## src/rtl/key_scan_encoder.sv

```systemverilog
// Debounced 8-key scanner: synchronizes active-low key lines, accepts the lowest pressed key.
// Optional auto-repeat while held is enabled by defining KEY_SCAN_REPEAT_EN.
module key_scan_encoder #(
  parameter int unsigned DB_CYCLES     = 1000,
  parameter int unsigned REPEAT_CYCLES = 50000
) (
  input  logic       clk,
  input  logic       rst,
  input  logic [7:0] key_n,
  output logic [2:0] code,
  output logic       valid,
  output logic       press,
  output logic       multi
);

  localparam int unsigned CNT_W   = 16;
  localparam logic [CNT_W-1:0] DB_LAST = CNT_W'(DB_CYCLES - 1);

  if (DB_CYCLES < 2 || DB_CYCLES > 65535 || REPEAT_CYCLES < 2 || REPEAT_CYCLES > 65536)
  begin : g_param_check
    $error("key_scan_encoder: DB_CYCLES or REPEAT_CYCLES out of range");
  end

  typedef enum logic [1:0] {
    IDLE    = 2'd0,
    DB_DOWN = 2'd1,
    HELD    = 2'd2,
    DB_UP   = 2'd3
  } state_t;

  state_t           state_q, state_d;
  logic [7:0]       sync1_q, sync1_d;
  logic [7:0]       ks_q, ks_d;
  logic [CNT_W-1:0] cnt_q, cnt_d;
  logic [2:0]       pend_q, pend_d;
  logic [2:0]       code_q, code_d;
  logic             valid_q, valid_d;
  logic             press_q, press_d;
  logic             multi_q, multi_d;
`ifdef KEY_SCAN_REPEAT_EN
  localparam logic [CNT_W-1:0] RP_LAST = CNT_W'(REPEAT_CYCLES - 1);
  logic [CNT_W-1:0] rpt_q, rpt_d;
`endif

  logic [2:0] cand;
  logic [3:0] zero_cnt;

  // Lowest pressed key and number of pressed keys in the synchronized sample.
  always_comb begin
    cand     = 3'd0;
    zero_cnt = 4'd0;
    for (int i = 7; i >= 0; i--) begin
      if (!ks_q[i]) cand = 3'(i);
      zero_cnt = zero_cnt + {3'b000, ~ks_q[i]};
    end
  end

  always_comb begin
    sync1_d = key_n;
    ks_d    = sync1_q;
    state_d = state_q;
    cnt_d   = cnt_q;
    pend_d  = pend_q;
    code_d  = code_q;
    valid_d = valid_q;
    press_d = 1'b0;
    multi_d = multi_q;
`ifdef KEY_SCAN_REPEAT_EN
    rpt_d   = rpt_q;
`endif
    unique case (state_q)
      IDLE: begin
        if (ks_q != 8'hFF) begin
          pend_d  = cand;
          cnt_d   = '0;
          state_d = DB_DOWN;
        end
      end
      DB_DOWN: begin
        if (ks_q == 8'hFF) begin
          state_d = IDLE;
        end else if (cand != pend_q) begin
          pend_d = cand;
          cnt_d  = '0;
        end else if (cnt_q == DB_LAST) begin
          state_d = HELD;
          code_d  = pend_q;
          valid_d = 1'b1;
          press_d = 1'b1;
          multi_d = (zero_cnt > 4'd1);
`ifdef KEY_SCAN_REPEAT_EN
          rpt_d   = '0;
`endif
        end else begin
          cnt_d = cnt_q + CNT_W'(1);
        end
      end
      HELD: begin
        // Only the accepted key's line matters while held.
        if (ks_q[code_q]) begin
          cnt_d   = '0;
          state_d = DB_UP;
        end
`ifdef KEY_SCAN_REPEAT_EN
        else if (rpt_q == RP_LAST) begin
          press_d = 1'b1;
          rpt_d   = '0;
        end else begin
          rpt_d = rpt_q + CNT_W'(1);
        end
`endif
      end
      DB_UP: begin
        if (!ks_q[code_q]) begin
          state_d = HELD;
        end else if (cnt_q == DB_LAST) begin
          state_d = IDLE;
          valid_d = 1'b0;
`ifdef KEY_SCAN_REPEAT_EN
          rpt_d   = '0;
`endif
        end else begin
          cnt_d = cnt_q + CNT_W'(1);
        end
      end
      default: state_d = IDLE;
    endcase
  end

  always_ff @(posedge clk) begin
    if (rst) begin
      sync1_q <= 8'hFF;
      ks_q    <= 8'hFF;
      state_q <= IDLE;
      cnt_q   <= '0;
      pend_q  <= 3'd0;
      code_q  <= 3'd0;
      valid_q <= 1'b0;
      press_q <= 1'b0;
      multi_q <= 1'b0;
`ifdef KEY_SCAN_REPEAT_EN
      rpt_q   <= '0;
`endif
    end else begin
      sync1_q <= sync1_d;
      ks_q    <= ks_d;
      state_q <= state_d;
      cnt_q   <= cnt_d;
      pend_q  <= pend_d;
      code_q  <= code_d;
      valid_q <= valid_d;
      press_q <= press_d;
      multi_q <= multi_d;
`ifdef KEY_SCAN_REPEAT_EN
      rpt_q   <= rpt_d;
`endif
    end
  end

  assign code  = code_q;
  assign valid = valid_q;
  assign press = press_q;
  assign multi = multi_q;

endmodule

```

## config.mk

```make
export PLATFORM = sky130hd
export DESIGN_NAME = key_scan_encoder
export DESIGN_NICKNAME = d
export VERILOG_FILES = /design/src/rtl/key_scan_encoder.sv
export SDC_FILE = /design/constraint.sdc
export NUM_CORES = 1
export LEC_CHECK = 0
export CAP_MARGIN = 25
export CORE_MARGIN = 4
export CORE_UTILIZATION = 52
export DETAILED_ROUTE_END_ITERATION = 6
export PLACE_DENSITY_LB_ADDON = 0.2
export SETUP_SLACK_MARGIN = 0.02
export SLEW_MARGIN = 5
export SYNTH_ARGS = -nofsm -noshare
export SYNTH_HDL_FRONTEND = slang
export SYNTH_SLANG_ARGS = --single-unit
```

## constraint.sdc

```tcl
create_clock -name clk -period 4.6 [get_ports clk]
set_input_delay 1.38 -clock clk [delete_from_list [all_inputs] [get_ports clk]]
set_output_delay 1.38 -clock clk [all_outputs]
set_load 0.005 [all_outputs]
```

# Word level (Yosys, flattened, before mapping)

Cells that the tools add are included.

ROM bits: 0
Memory bits (writable): 0
Bits in registers: 43
Bits in latches: 0
Word-level logic and storage cells: 93
Memories: 0

Add/sub/neg operators: 8
$lt $le $gt $ge: 2
$mul: 0
Reductions and logical operators: 9
Multiplexer cells: 36
Bitwise logic cells: 11
Eq/ne operators: 18
Shift-type cells: 0
Divide/modulo/power cells: 0

Operators by type and width:

| cell                                                           | number |
|---|---|
| two-way mux 16 bit                                             | 6 |
| one-hot mux 16 bit (4 select lines)                            | 1 |
| two-way mux 3 bit                                              | 11 |
| adder 16 x 1 -> 16 bit (second input constant)                 | 1 |
| adder 4 x 1 -> 4 bit                                           | 4 |
| == test 16 x 10 -> 1 bit (second input constant)               | 1 |
| != test 2 bit (second input constant)                          | 8 |
| two-way mux 2 bit                                              | 7 |
| AND reduction 4 bit                                            | 3 |
| inverter 1 bit                                                 | 11 |
| != test 3 bit (second input constant)                          | 3 |
| == test 8 bit (second input constant)                          | 1 |
| != test 8 bit (second input constant)                          | 1 |
| one-hot mux 2 bit (4 select lines)                             | 1 |
| two-way mux 1 bit                                              | 7 |
| one-hot mux 3 bit (2 select lines)                             | 1 |
| AND reduction 6 bit                                            | 1 |
| AND reduction 5 bit                                            | 1 |
| adder 3 x 1 -> 4 bit                                           | 1 |
| == test 2 bit (second input constant)                          | 2 |
| greater-than comparator 4 x 1 -> 1 bit (second input constant) | 1 |
| < comparator 3 x 4 -> 1 bit (second input constant)            | 1 |
| nonzero test 2 bit                                             | 2 |
| OR reduction 4 bit                                             | 1 |
| 7 further kinds                                                | 7 |

# Longest topological paths before layout

Depth after elaboration: 12
Depth in mapped cells: 13
Depth with buffers taken out: 13

# Worst setup path before layout

OpenSTA, ideal clock, no wires.

Path type: register -> register
Start point: register ks_q[6]
End point: register multi_q, in the netlist multi
Clock period less this slack: 3.044 ns
Stages on the path, launching flop included: 14
Arrival time: 2.917 ns
Setup time: 0.126 ns
Slack: 1.556 ns
Path through: dfxtp_1 > inv_1 > fa_1 > fa_1 > fa_1 > ha_1 > inv_1 > fa_1 > nor2_1 > nand2_1 > a21oi_1 > o21ai_0 > mux2i_1 > nor2_1

Longest elaborated chain between the ends: 10

RTL lines:

| item                                                                          | line | source |
|---|---|---|
| start, declared                                                               | 33   | `logic [7:0] ks_q, ks_d;` |
| start signal, assigned                                                        | 146  | `ks_q <= ks_d;` |
| parallel branches: the longest is 10 deep, another holds adder 3 x 1 -> 4 bit | --   |  |
| end signal, assigned                                                          | 153  | `multi_q <= multi_d;` |
| end, declared                                                                 | 39   | `logic multi_q, multi_d;` |

Several ways; the timed one is not identified.
A chain may end at the register's enable or synchronous reset.

# Final worst setup path

Same ends and word-level chain as after synthesis.

==> metrics <==
reg2reg path depth 13; crit-path cells inv_1 -> fa_1 -> fa_1 -> fa_1 -> ha_1 -> inv_1 -> fa_1 -> nor2_1 -> nand2_1 -> a21oi_1 -> o21ai_0 -> mux2i_1 -> nor2_1; Reg-to-Reg Start ks_q[6]$_SDFF_PP1_; Starting Density 0.548; final slew viol count 0; Net Count, Synth 276; Hold Path Depth 1; Cells after DPL between 300 and 400; Post-synth EDFFs 0; nets@finish 289; Die ar. 5390 µm²; post-DR wirelength/cell 13.4 µm; DRT antenna net count 0; most frequent cell on the critical path fa_1; worst skew pair latency 0.30 ns; Post-Syn Area 2220 µm²; I/O Buffers 15; initial drt markers 122; Residual DRC 0; GRT met1 Usage 0.242; post_cts resized 0; number of buffers created by CTS 5; sw frac 0.238; unrepaired setup endpoints after global routing no; first-pass GRT wire length 7580 µm; count leader, synth dfxtp_1; leading cell types by count after synthesis dfxtp_1, nor2_1, or2_2; floorplan die height around 73 µm; TritonCTS clock tree done; Fillers 351; Yosys top cell by area dfxtp_1; layout cells sized above 1 0.130; critical path startpoint category register; Hold Crit Endpoint ks_q[0]$_SDFF_PP1_; Internal 0.000645 W; Critical-path top delay cell fa_1; CP required 4.79 ns; Worst Hold Launch ks_d[0]$_SDFF_PP1_; Die W 73.4 µm; CTS Hold Bufs 0; grt met2 use 0.279; Sink Count 43; total grt overflow 0; Synth cell types 46; routed vias/inst between 5 and 6; crit path capture type register; M3 GR Usage 0.0451; sequential power share 0.468; core area 4060 µm²; Area contributors post-synth dfxtp_1, or2_2, mux2i_1; CP Data Arrival Time between 3 and 4 ns; setup TNS 0 ns; outcome complete, no violations; Max Cap Viol 0; Core Util, Final 0.630; gr busiest metal met2; Ports 16; largest net degree at the start of global routing 32; root buffer cell clkbuf_8; Slew @ Worst Pin 0.723 ns; crit path max fanout 4; flop-to-flop setup slack 1.41 ns; Async SR Flop Fraction 0; Hold Crit Class register to register; Yosys top cell area share 0.387; Mapped Avg Cell Area 8.69 µm²; final period utilization 0.693; Max-slew headroom 0.517; Area Overhead vs Synth 14.9%; Static Leakage 1.01 nW; Post-CTS Setup Bufs 0; H-tree Lvls 2; clock share of power 0.411; Tot GR Track Use 0.177; Synth warnings 0; achievable frequency about 310 MHz; WS Path Type register to register; clk buf depth 2; Post-Layout Cell Count 320; worst r2r dst multi$_SDFFE_PP0P_; Placer Congestion 0.870; routed wire length approximately 4300 µm; Synth Flop Type dfxtp_1; drt pass-1 iters 4; final setup fails 0; Post-DP HPWL 3020 µm; Final Critical Period 3.19 ns; Cell Pwr Density between 300 and 400 nW/µm²; # rows 23; CTS clk-pin slew, worst paths 0.09 ns; VDD IR max 0.000251 V; register area share after synthesis 0.387; clk_skew between 0.009 and 0.01 ns; Via Count 1817; Net Sw Power 0.000201 W; number of global-route vias before repair 1687; Comb pwr share 0.120; Synth Instances around 260; number of diodes 0; #FFs+latches synth 43; Min Hold Slack ~0.41 ns; antenna violations before repair 0; CP max stage delay 0.55 ns; Final Hold Vio Count 0
[power groups by stage]
stage	combinational [W]	clock, W	sequential (W)
global route	0.000116	0.000368	0.000399
detailed placement	0.000101	0	0.000405
global placement	0.0000994	0	0.000405
CTS	0.000102	0.000357	0.000396
floorplan	0.0000789	0	0.000401
finish	0.000102	0.000348	0.000396
[routing by layer]
metal / wire (µm) / up-vias / share of wire
met3: 287 / 6 / 0.067
met2: 1890 / 41 / 0.44
met4: 42 / 0 / 0.0098
met5: 0 / - / 0
met1: 2060 / 839 / 0.48
li1: - / 931 / -
[state kept, by name, summed over array words and instances (netlist names)]
| register | cells |
|---|---|
| cnt_q | 16 |
| press | 1 |
| code | 3 |
| pend_q | 3 |
| valid | 1 |
| ks_q | 8 |
| state_q | 2 |
| multi | 1 |
| ks_d | 8 |
[worst max-delay path: cells and delay by family (launching register included)]
kind | cells | cell delay, ns
mux | 1 | 0.12
fa+ha+maj | 5 | 2.03
flops | 1 | 0.41
buf+inv | 2 | 0.14
simple gates | 3 | 0.20
compound gates | 2 | 0.19
[worst max path at each step]
stage	start	endpoint	slack (ns)
6_report	ks_q[6]$_SDFF_PP1_	multi$_SDFFE_PP0P_	1.41
5_1_grt	ks_q[6]$_SDFF_PP1_	multi$_SDFFE_PP0P_	1.22
4_1_cts	ks_q[6]$_SDFF_PP1_	multi$_SDFFE_PP0P_	1.39
3_5_place_dp	rst	cnt_q[2]$_SDFFE_PP0P_	1.31
3_3_place_gp	rst	cnt_q[2]$_SDFFE_PP0P_	1.35
2_1_floorplan	ks_q[6]$_SDFF_PP1_	multi$_SDFFE_PP0P_	1.56
[through the flow]
step | instance area, µm² | power (W) | worst slack [ns]
after floorplan | 2220 | 0.000480 | 1.56
after global placement | 2420 | 0.000504 | 1.35
after detailed placement | 2420 | 0.000506 | 1.31
after CTS | 2550 | 0.000856 | 1.39
after global routing | 2550 | 0.000883 | 1.22
final | 2550 | 0.000846 | 1.41
[cell type report]
| type | count | area [µm²] | area share |
|---|---|---|---|
| inverters | 17 | 63.8 | 0.0250 |
| clock buffers | 5 | 68.8 | 0.0269 |
| well taps | 50 | 62.6 | 0.0245 |
| multi-input cells | 184 | 1260 | 0.493 |
| flip-flops and latches | 43 | 861 | 0.337 |
| clock inverters | 3 | 67.6 | 0.0264 |
| repair buffers | 18 | 173 | 0.0676 |
[cell usage in the layout (no fill, tap or decap), types with 13 or more instances in the layout]
master	count
nand3_1	13
clkdlybuf4s50_1	15
or2_2	18
dfxtp_1	43
nand2_1	13
nor2_1	20
a21oi_1	17
inv_1	17
[cells by family (layout without fill, tap and decap cells)]
group                    Yosys count  in the layout  share of synthesized area
flip-flops                        43             43                      0.387
AND/OR/NAND/NOR                  107            107                      0.272
adder cells (fa/ha/maj)           10             10                     0.0698
buffers and inverters             29             43                     0.0501
AO/OA/AOI/OAI                     48             48                      0.141
XOR/XNOR                           9              9                     0.0355
multiplexers                      10             10                     0.0450
Power figures use the tool's default switching activity.
